`src/rtl/spi_master_pkg.sv`:
```
// Shared types for the SPI master blocks: clock-generator states, mode pair, default divider width.
package spi_master_pkg;

  typedef enum logic [1:0] {CG_IDLE, CG_RUN, CG_DRAIN} clkgen_state_e;

  typedef struct packed {
    logic cpol;
    logic cpha;
  } spi_mode_t;

  localparam int SPI_DIV_W_DEFAULT = 8;

endpackage

```
`src/rtl/spi_master_clkgen_mode.sv`:
```
// SPI serial-clock generator with CPOL/CPHA strobes, glitch-free divider reload and a drain-to-idle stop.
// Optional phase stretching via input hold when SPI_CLKGEN_STRETCH_EN is defined.
module spi_master_clkgen_mode
  import spi_master_pkg::*;
#(
  parameter int          DIV_W   = SPI_DIV_W_DEFAULT,
  parameter int          CNT_W   = 6,
  parameter int unsigned RST_DIV = 0
) (
  input  logic             clk,
  input  logic             rstn,
  input  logic             en,
  input  logic             cpol,
  input  logic             cpha,
  input  logic [DIV_W-1:0] clk_div,
  input  logic             clk_div_valid,
`ifdef SPI_CLKGEN_STRETCH_EN
  input  logic             hold,
`endif
  output logic             spi_clk,
  output logic             spi_rise,
  output logic             spi_fall,
  output logic             spi_sample,
  output logic             spi_shift,
  output logic             busy,
  output logic [CNT_W-1:0] edge_cnt
);

  clkgen_state_e    state_q, state_d;
  logic [DIV_W-1:0] cnt_q, cnt_d;
  logic [DIV_W-1:0] div_act_q, div_act_d;
  logic [DIV_W-1:0] div_pend_q, div_pend_d;
  logic             sclk_q, sclk_d;
  logic             spi_clk_q, spi_clk_d;
  spi_mode_t        mode_q, mode_d;
  logic [CNT_W-1:0] edge_cnt_q, edge_cnt_d;

  logic frz, active, tick, leading, trailing;

`ifdef SPI_CLKGEN_STRETCH_EN
  assign frz = hold;
`else
  assign frz = 1'b0;
`endif

  always_comb begin
    active     = (state_q != CG_IDLE) && !frz;
    tick       = active && (cnt_q == div_act_q);
    leading    = tick && !sclk_q;
    trailing   = tick && sclk_q;
    div_pend_d = clk_div_valid ? clk_div : div_pend_q;
    state_d    = state_q;
    cnt_d      = cnt_q;
    div_act_d  = div_act_q;
    sclk_d     = sclk_q;
    mode_d     = mode_q;
    edge_cnt_d = edge_cnt_q;
    case (state_q)
      CG_IDLE: begin
        cnt_d     = '0;
        sclk_d    = 1'b0;
        div_act_d = div_pend_d;
        if (en) begin
          state_d    = CG_RUN;
          mode_d     = '{cpol: cpol, cpha: cpha};
          edge_cnt_d = '0;
        end
      end
      CG_RUN, CG_DRAIN: begin
        if (tick) begin
          // Reload only at the wrap so a half-period in progress is never cut short.
          cnt_d     = '0;
          sclk_d    = ~sclk_q;
          div_act_d = div_pend_d;
          if (leading) begin
            edge_cnt_d = edge_cnt_q + 1'b1;
            if (!en && state_q == CG_RUN) state_d = CG_DRAIN;
          end else if (state_q == CG_DRAIN || !en) begin
            state_d = CG_IDLE;
          end
        end else if (active) begin
          cnt_d = cnt_q + 1'b1;
          if (state_q == CG_RUN && !en) begin
            if (sclk_q) begin
              state_d = CG_DRAIN;
            end else begin
              state_d = CG_IDLE;
              cnt_d   = '0;
            end
          end
        end
      end
      default: state_d = CG_IDLE;
    endcase
    spi_clk_d = sclk_d ^ mode_d.cpol;
  end

  always_ff @(posedge clk or negedge rstn) begin
    if (!rstn) begin
      state_q    <= CG_IDLE;
      cnt_q      <= '0;
      div_act_q  <= DIV_W'(RST_DIV);
      div_pend_q <= DIV_W'(RST_DIV);
      sclk_q     <= 1'b0;
      spi_clk_q  <= 1'b0;
      mode_q     <= '0;
      edge_cnt_q <= '0;
    end else begin
      state_q    <= state_d;
      cnt_q      <= cnt_d;
      div_act_q  <= div_act_d;
      div_pend_q <= div_pend_d;
      sclk_q     <= sclk_d;
      spi_clk_q  <= spi_clk_d;
      mode_q     <= mode_d;
      edge_cnt_q <= edge_cnt_d;
    end
  end

  assign spi_clk    = spi_clk_q;
  assign spi_rise   = tick && !spi_clk_q;
  assign spi_fall   = tick && spi_clk_q;
  assign spi_sample = mode_q.cpha ? trailing : leading;
  assign spi_shift  = mode_q.cpha ? leading : trailing;
  assign busy       = (state_q != CG_IDLE);
  assign edge_cnt   = edge_cnt_q;

endmodule

```
`config.mk`:
```
export PLATFORM = sky130hd
export DESIGN_NAME = spi_master_clkgen_mode
export DESIGN_NICKNAME = d
export VERILOG_FILES = /design/src/rtl/spi_master_pkg.sv /design/src/rtl/spi_master_clkgen_mode.sv
export SDC_FILE = /design/constraint.sdc
export NUM_CORES = 1
export LEC_CHECK = 0
export CAP_MARGIN = 20
export CORE_ASPECT_RATIO = 0.7
export CORE_MARGIN = 10
export CORE_UTILIZATION = 45
export CTS_BUF_LIST = sky130_fd_sc_hd__clkbuf_2
export DETAILED_ROUTE_END_ITERATION = 12
export GPL_TIMING_DRIVEN = 0
export HOLD_SLACK_MARGIN = 0.1
export PLACE_DENSITY_LB_ADDON = 0.12
export SYNTH_ARGS = -nofsm -noshare
export SYNTH_HDL_FRONTEND = slang
export SYNTH_SLANG_ARGS = --single-unit
```
`constraint.sdc`:
```
create_clock -name clk -period 3.09 [get_ports clk]
set_input_delay 0.309 -clock clk [delete_from_list [all_inputs] [get_ports clk]]
set_output_delay 0.309 -clock clk [all_outputs]
set_load 0.01 [all_outputs]
```
## After elaboration in Yosys (flattened, before gate mapping)

Cells that the tools add are included.
Widths: inputs -> output; s select.

| storage, ports and cells | value |
|---|---|
| bits in registers | 36 |
| input port bits | 14 |
| output and inout port bits | 12 |
| logic and storage cells | 69 |

| cells by class | value |
|---|---|
| $add $sub $neg | 2 |
| equal/unequal tests | 10 |
| muxes and demuxes | 27 |
| bitwise gates (word level) | 2 |
| reduce and logical (&&, ||, !) cells | 19 |

Operators by type and width:

| kind | count |
|---|---|
| $mux 8 | 6 |
| $pmux 8 s2 | 2 |
| $mux 2 | 10 |
| $mux 6 | 3 |
| $pmux 6 s2 | 1 |
| $ne 3x3->1 const B | 3 |
| $add 8x1->8 const B | 1 |
| $eq 8x8->1 | 1 |
| $add 6x1->6 const B | 1 |
| $logic_and 1x1->1 | 6 |
| $ne 2x2->1 const B | 3 |
| $reduce_and 2->1 | 3 |
| $reduce_and 5->1 | 1 |
| $ne 4x4->1 const B | 1 |
| $pmux 2 s2 | 1 |
| $reduce_and 4->1 | 1 |
| $reduce_bool 2->1 | 2 |
| $logic_not 1->1 | 3 |
| $mux 1 | 3 |
| $eq 2x1->1 const B | 1 |
| $eq 2x2->1 const B | 1 |
| $logic_not 2->1 | 1 |
| $pmux 1 s2 | 1 |
| $reduce_or 2->1 | 1 |
| 3 further kinds | 3 |

## Logic depth before layout (Yosys ltp)

| logic depth | value |
|---|---|
| word-level depth | 6 |
| depth in mapped cells | 11 |
| depth with buffers taken out | 10 |

## Worst setup path after synthesis

Ideal clock, no wire load.

| path | value |
|---|---|
| kind | register to register |
| from | register state_q[0] |
| to | register edge_cnt_q[3], in the netlist edge_cnt[3] |
| setup time | 0.066 ns |
| data arrival time | 2.457 ns |
| path slack | 0.567 ns |
| cell stages (with the launch flop) | 12 |
| clock period less this slack | 2.523 ns |
| cells stage by stage | dfrtp_1 inv_1 ha_1 nor2_1 nand3_1 inv_2 ha_1 nor3b_1 nand4_2 buf_6 or4_1 nand2_1 |

| between the ends | value |
|---|---|
| cells in the longest elaborated chain, start to end | 5 |
| elaborated cells on any way between the ends | 13 |

RTL lines:

| item | line | RTL |
|---|---|---|
| start, declared | spi_master_clkgen_mode.sv:29 | `clkgen_state_e state_q, state_d;` |
| start signal, assigned | spi_master_clkgen_mode.sv:109 | `state_q <= state_d;` |
| $reduce_bool 2->1 | spi_master_clkgen_mode.sv:47 | `active = (state_q != CG_IDLE) && !frz;` |
| $logic_and 1x1->1 | spi_master_clkgen_mode.sv:48 | `tick = active && (cnt_q == div_act_q);` |
| $logic_and 1x1->1 | spi_master_clkgen_mode.sv:49 | `leading = tick && !sclk_q;` |
| $ne 2x2->1 (no source line) | - |  |
| $reduce_and 4->1 (no source line) | - |  |
| end signal, assigned | spi_master_clkgen_mode.sv:116 | `edge_cnt_q <= edge_cnt_d;` |
| end, declared | spi_master_clkgen_mode.sv:36 | `logic [CNT_W-1:0] edge_cnt_q, edge_cnt_d;` |

Several ways; a longest one is shown, not always the timed one.
A chain may end at the register's enable or synchronous reset.

## Worst setup path in the final report

| path | value |
|---|---|
| from | register cnt_q[2] |
| to | output port spi_shift |

| between the ends | value |
|---|---|
| cells in the longest elaborated chain, start to end | 4 |
| elaborated cells on any way between the ends | 5 |

RTL lines:

| item | line | RTL |
|---|---|---|
| start, declared | spi_master_clkgen_mode.sv:30 | `logic [DIV_W-1:0] cnt_q, cnt_d;` |
| start signal, assigned | spi_master_clkgen_mode.sv:110 | `cnt_q <= cnt_d;` |
| $eq 8x8->1 * | spi_master_clkgen_mode.sv:48 |  |
| $logic_and 1x1->1 * | spi_master_clkgen_mode.sv:48 |  |
| $logic_and 1x1->1, on equally long branches | spi_master_clkgen_mode.sv:50, spi_master_clkgen_mode.sv:49 |  |
| $mux 1 * | spi_master_clkgen_mode.sv:124 | `assign spi_shift = mode_q.cpha ? leading : trailing;` |
| end, declared | spi_master_clkgen_mode.sv:24 | `output logic spi_shift,` |

Every way passes the cells marked *; elsewhere a longest branch is shown, timed or not.

==> reports/metrics.cfg <==
[run_status]
outcome=finished clean

[critical_path]
crit_path_start=cnt_q[2]$_DFFE_PN0P_
crit_path_top_delay_cell=clkdlybuf4s50_1
worstSetupEndpointType=primary output
cp.arrival_ns=2.59
path_class=reg -> out
cp_top_family=buffers and inverters
r2r_start=cnt_q[2]$_DFFE_PN0P_
path_depth=7
critPathMaxFanout=5
max_stage_delay_ns=0.53
path_cells=xor2_1, nor4_4, nand3_2, inv_2, ha_2, mux2_2, clkdlybuf4s50_1
required_ns=2.78
worstRegToRegCells=10
path_buf_inv=2
start_kind=register

[yosys]
synth-seq-area-share_pct=48.0
syn-num-nets=192
ys_warn_count=0
ys_ff_latch=36
ys_top_cells_by_area=dfrtp_1 48%, mux2_2 7.8%, ha_1 6.7%, xor2_1 6.5%, mux2_1 4.8%
postSynthCellCount=168
synth.cell_area_sq_um=1880
yosys.area.top_type=dfrtp_1
synth.distinct_cells=37
synthesis.area_per_instance_sq_um=11.2
synth.top_cell.area_share_pct=48.0

[final_layout]
fin_nets=228
regArea_sq_um=903
multi_input_area_sq_um=931
post-route-util_pct=57.5
n_fill_cell=350
antenna_cells=0
area.growth.synth_to_final_pct=21.7
drive_above_1_share_pct=18.5

[clock_tree]
clk_path_buf_depth=2
cts_tree=done
htree_num_levels=2
clkTransAtPathRegs_ns=0.22
cts-root-buf=clkbuf_2
cts_sinks=36
insertion_delay_ns=0.40
cts_buffers=5

[die]
rows=19
core-area_sq_um=3970
dieWidth_um=97.2
num_io_pins=26
start_util_pct=47.3
die_h_um=74.0
die-area_sq_um=7190

[placed_design]
hpwl_um=2950
numPortBuffers=24
gp_congestion=0.824

[timing]
max-slew-margin-rel_pct=47.7
min_period_ns=2.90
hold_viol_final=0
slew_viol_final=0
skew_ns=0.0117
max_slew.worst_pin.slew_ns=0.785
rsz0062_at_grt=false
max_freq_ghz=0.345
finalSetupTns_ns=0
finalSetupViolCount=0
period_share_pct=93.9

[global_route]
grt_max_degree=37
grt_overflow=0
antenna_found_initial=0
grt_pass1_vias=1414
grt_pass1_wl_um=6850
track_usage_pct=11.6

[pwr]
p_leak_nw=1.02
ir_drop_uv=311
p_per_area_nw_per_um2=647

[min_path]
hold_class=in -> reg
hold_path_depth=2
min-delay-start=clk_div_valid

[route]
wl_per_cell_um=15.2
drt_iter0_drc=36
postRouteAntennaNets=0
drc=0
routed_via_density=5.18
dr.pass1.iters=4
wl_um=3900
vias=1331

[job]
cap_violations=0

-- worst register-to-register path, cell delays in order (launching register included) --
cell,delay (ns)
dfrtp_2,0.50
xor2_1,0.18
nor4_4,0.30
nand3_2,0.16
inv_2,0.14
ha_2,0.23
nor3b_1,0.25
nand4_2,0.19
buf_6,0.18
or4_1,0.46
nand2_1,0.08
-- synthesized netlist by cell type --
cell type  count
dfrtp_1       36
nand2_1       15
xor2_1        14
mux2_2        13
ha_1          10
inv_1         10
nor2_1         9
mux2_1         8
nand3_1        8
a21oi_1        6
o21ai_0        4
or4_1          4
o211ai_1       3
or3_1          3
nand2b_1       2
o31ai_1        2
a31oi_1        1
and2_1         1
and2b_1        1
and3_1         1
and4_1         1
buf_1          1
buf_6          1
clkbuf_1       1
inv_2          1
mux2i_4        1
nand4_1        1
nand4_2        1
nor2b_1        1
nor3_1         1
nor3_2         1
nor3b_1        1
nor4_4         1
o21ai_1        1
o22ai_1        1
or2_2          1
xnor2_1        1
-- routing by layer --
layer,track usage (%),vias to the layer above,wire length [um]
met4,3.43,0,17
li1,-,656,-
met3,5.27,2,226
met1,13.8,649,1850
met2,18.8,24,1810
met5,0,-,0
-- worst paths after layout --
kind                                                 end  slack, ns
worst max-delay path                           spi_shift       0.19
worst min-delay path             div_pend_q[2]$_DFF_PN0_       0.42
worst max register to register   edge_cnt[3]$_DFFE_PN0P_       0.38
worst min register to register   div_pend_q[2]$_DFF_PN0_       0.53
max in group asynchronous         state_q[1]$_DFFE_PN0P_       2.06
min in group asynchronous       div_act_q[4]$_DFFE_PN0P_       0.49
-- cell families after synthesis --
| family | after synthesis | synth area share, % |
|---|---|---|
| DFF | 36 | 48.0 |
| adders and majority gates | 10 | 6.67 |
| AOI/OAI and AO/OA | 18 | 5.60 |
| xor gates and xnor gates | 15 | 7.00 |
| muxes | 22 | 13.8 |
| buffers and inverters | 14 | 3.20 |
| and+or+nand+nor | 53 | 15.7 |
-- cell type report --
cell class / count / area share [%]
Multi-Input combinational cell: 118 / 40.8
Sequential cell: 36 / 39.6
Timing Repair Buffer: 29 / 12.1
Tap cell: 52 / 2.85
Inverter: 11 / 1.81
Clock buffer: 5 / 1.10
Clock inverter: 3 / 1.04
Buffer: 3 / 0.822
-- per-stage QoR --
stage / hold slack, ns / power [W] / area, sq um / worst slack [ns] / std cells
after floorplan: 0.0134 / 0.00104 / 1880 / 0.567 / 168
after global placement: 0.479 / 0.00117 / 2180 / 0.254 / 244
after detailed placement: 0.435 / 0.00120 / 2180 / 0.185 / 244
after CTS: 0.409 / 0.00145 / 2250 / 0.0114 / 254
after global routing: 0.360 / 0.00159 / 2280 / 0.0161 / 257
final: 0.422 / 0.00148 / 2280 / 0.190 / 257
-- timing repair --
action / 4_1_cts / 5_1_grt
setup endpoints to repair: 2 / 2
pin swaps: 0 / 2
resized for setup: 2 / 4
hold buffers: 1 / 0
setup buffers: 1 / 3
hold endpoints to repair: 36 / 0
-- state kept, by name, summed over array words and instances (netlist names) --
signal and cells:
div_pend_q 8, mode_q 2, edge_cnt 6, spi_clk 1, div_act_q 8, state_q 2, sclk_q 1, cnt_q 8
-- report_power, final --
part | switching (W) | leakage (nW) | total [W] | internal, W
Sequential | 0.0000805 | 0.453 | 0.000658 | 0.000578
Clock | 0.000179 | 0.0252 | 0.000236 | 0.0000564
Combinational | 0.000309 | 0.543 | 0.000583 | 0.000274
-- cell usage in the layout, fill, tap and decap left out, types with 2 or more instances in the layout --
| cell | n |
|---|---|
| dfrtp_1 | 34 |
| clkdlybuf4s50_1 | 23 |
| nand2_1 | 15 |
| xor2_1 | 14 |
| mux2_2 | 13 |
| inv_1 | 10 |
| ha_1 | 9 |
| nor2_1 | 8 |
| mux2_1 | 8 |
| nand3_1 | 7 |
| a21oi_1 | 6 |
| clkbuf_2 | 5 |
| o21ai_0 | 4 |
| or4_1 | 4 |
| buf_4 | 4 |
| or3_1 | 3 |
| o211ai_1 | 3 |
| nand2b_1 | 2 |
| o31ai_1 | 2 |
| clkinvlp_4 | 2 |
| dfrtp_2 | 2 |
Power figures use the tool's default switching activity.
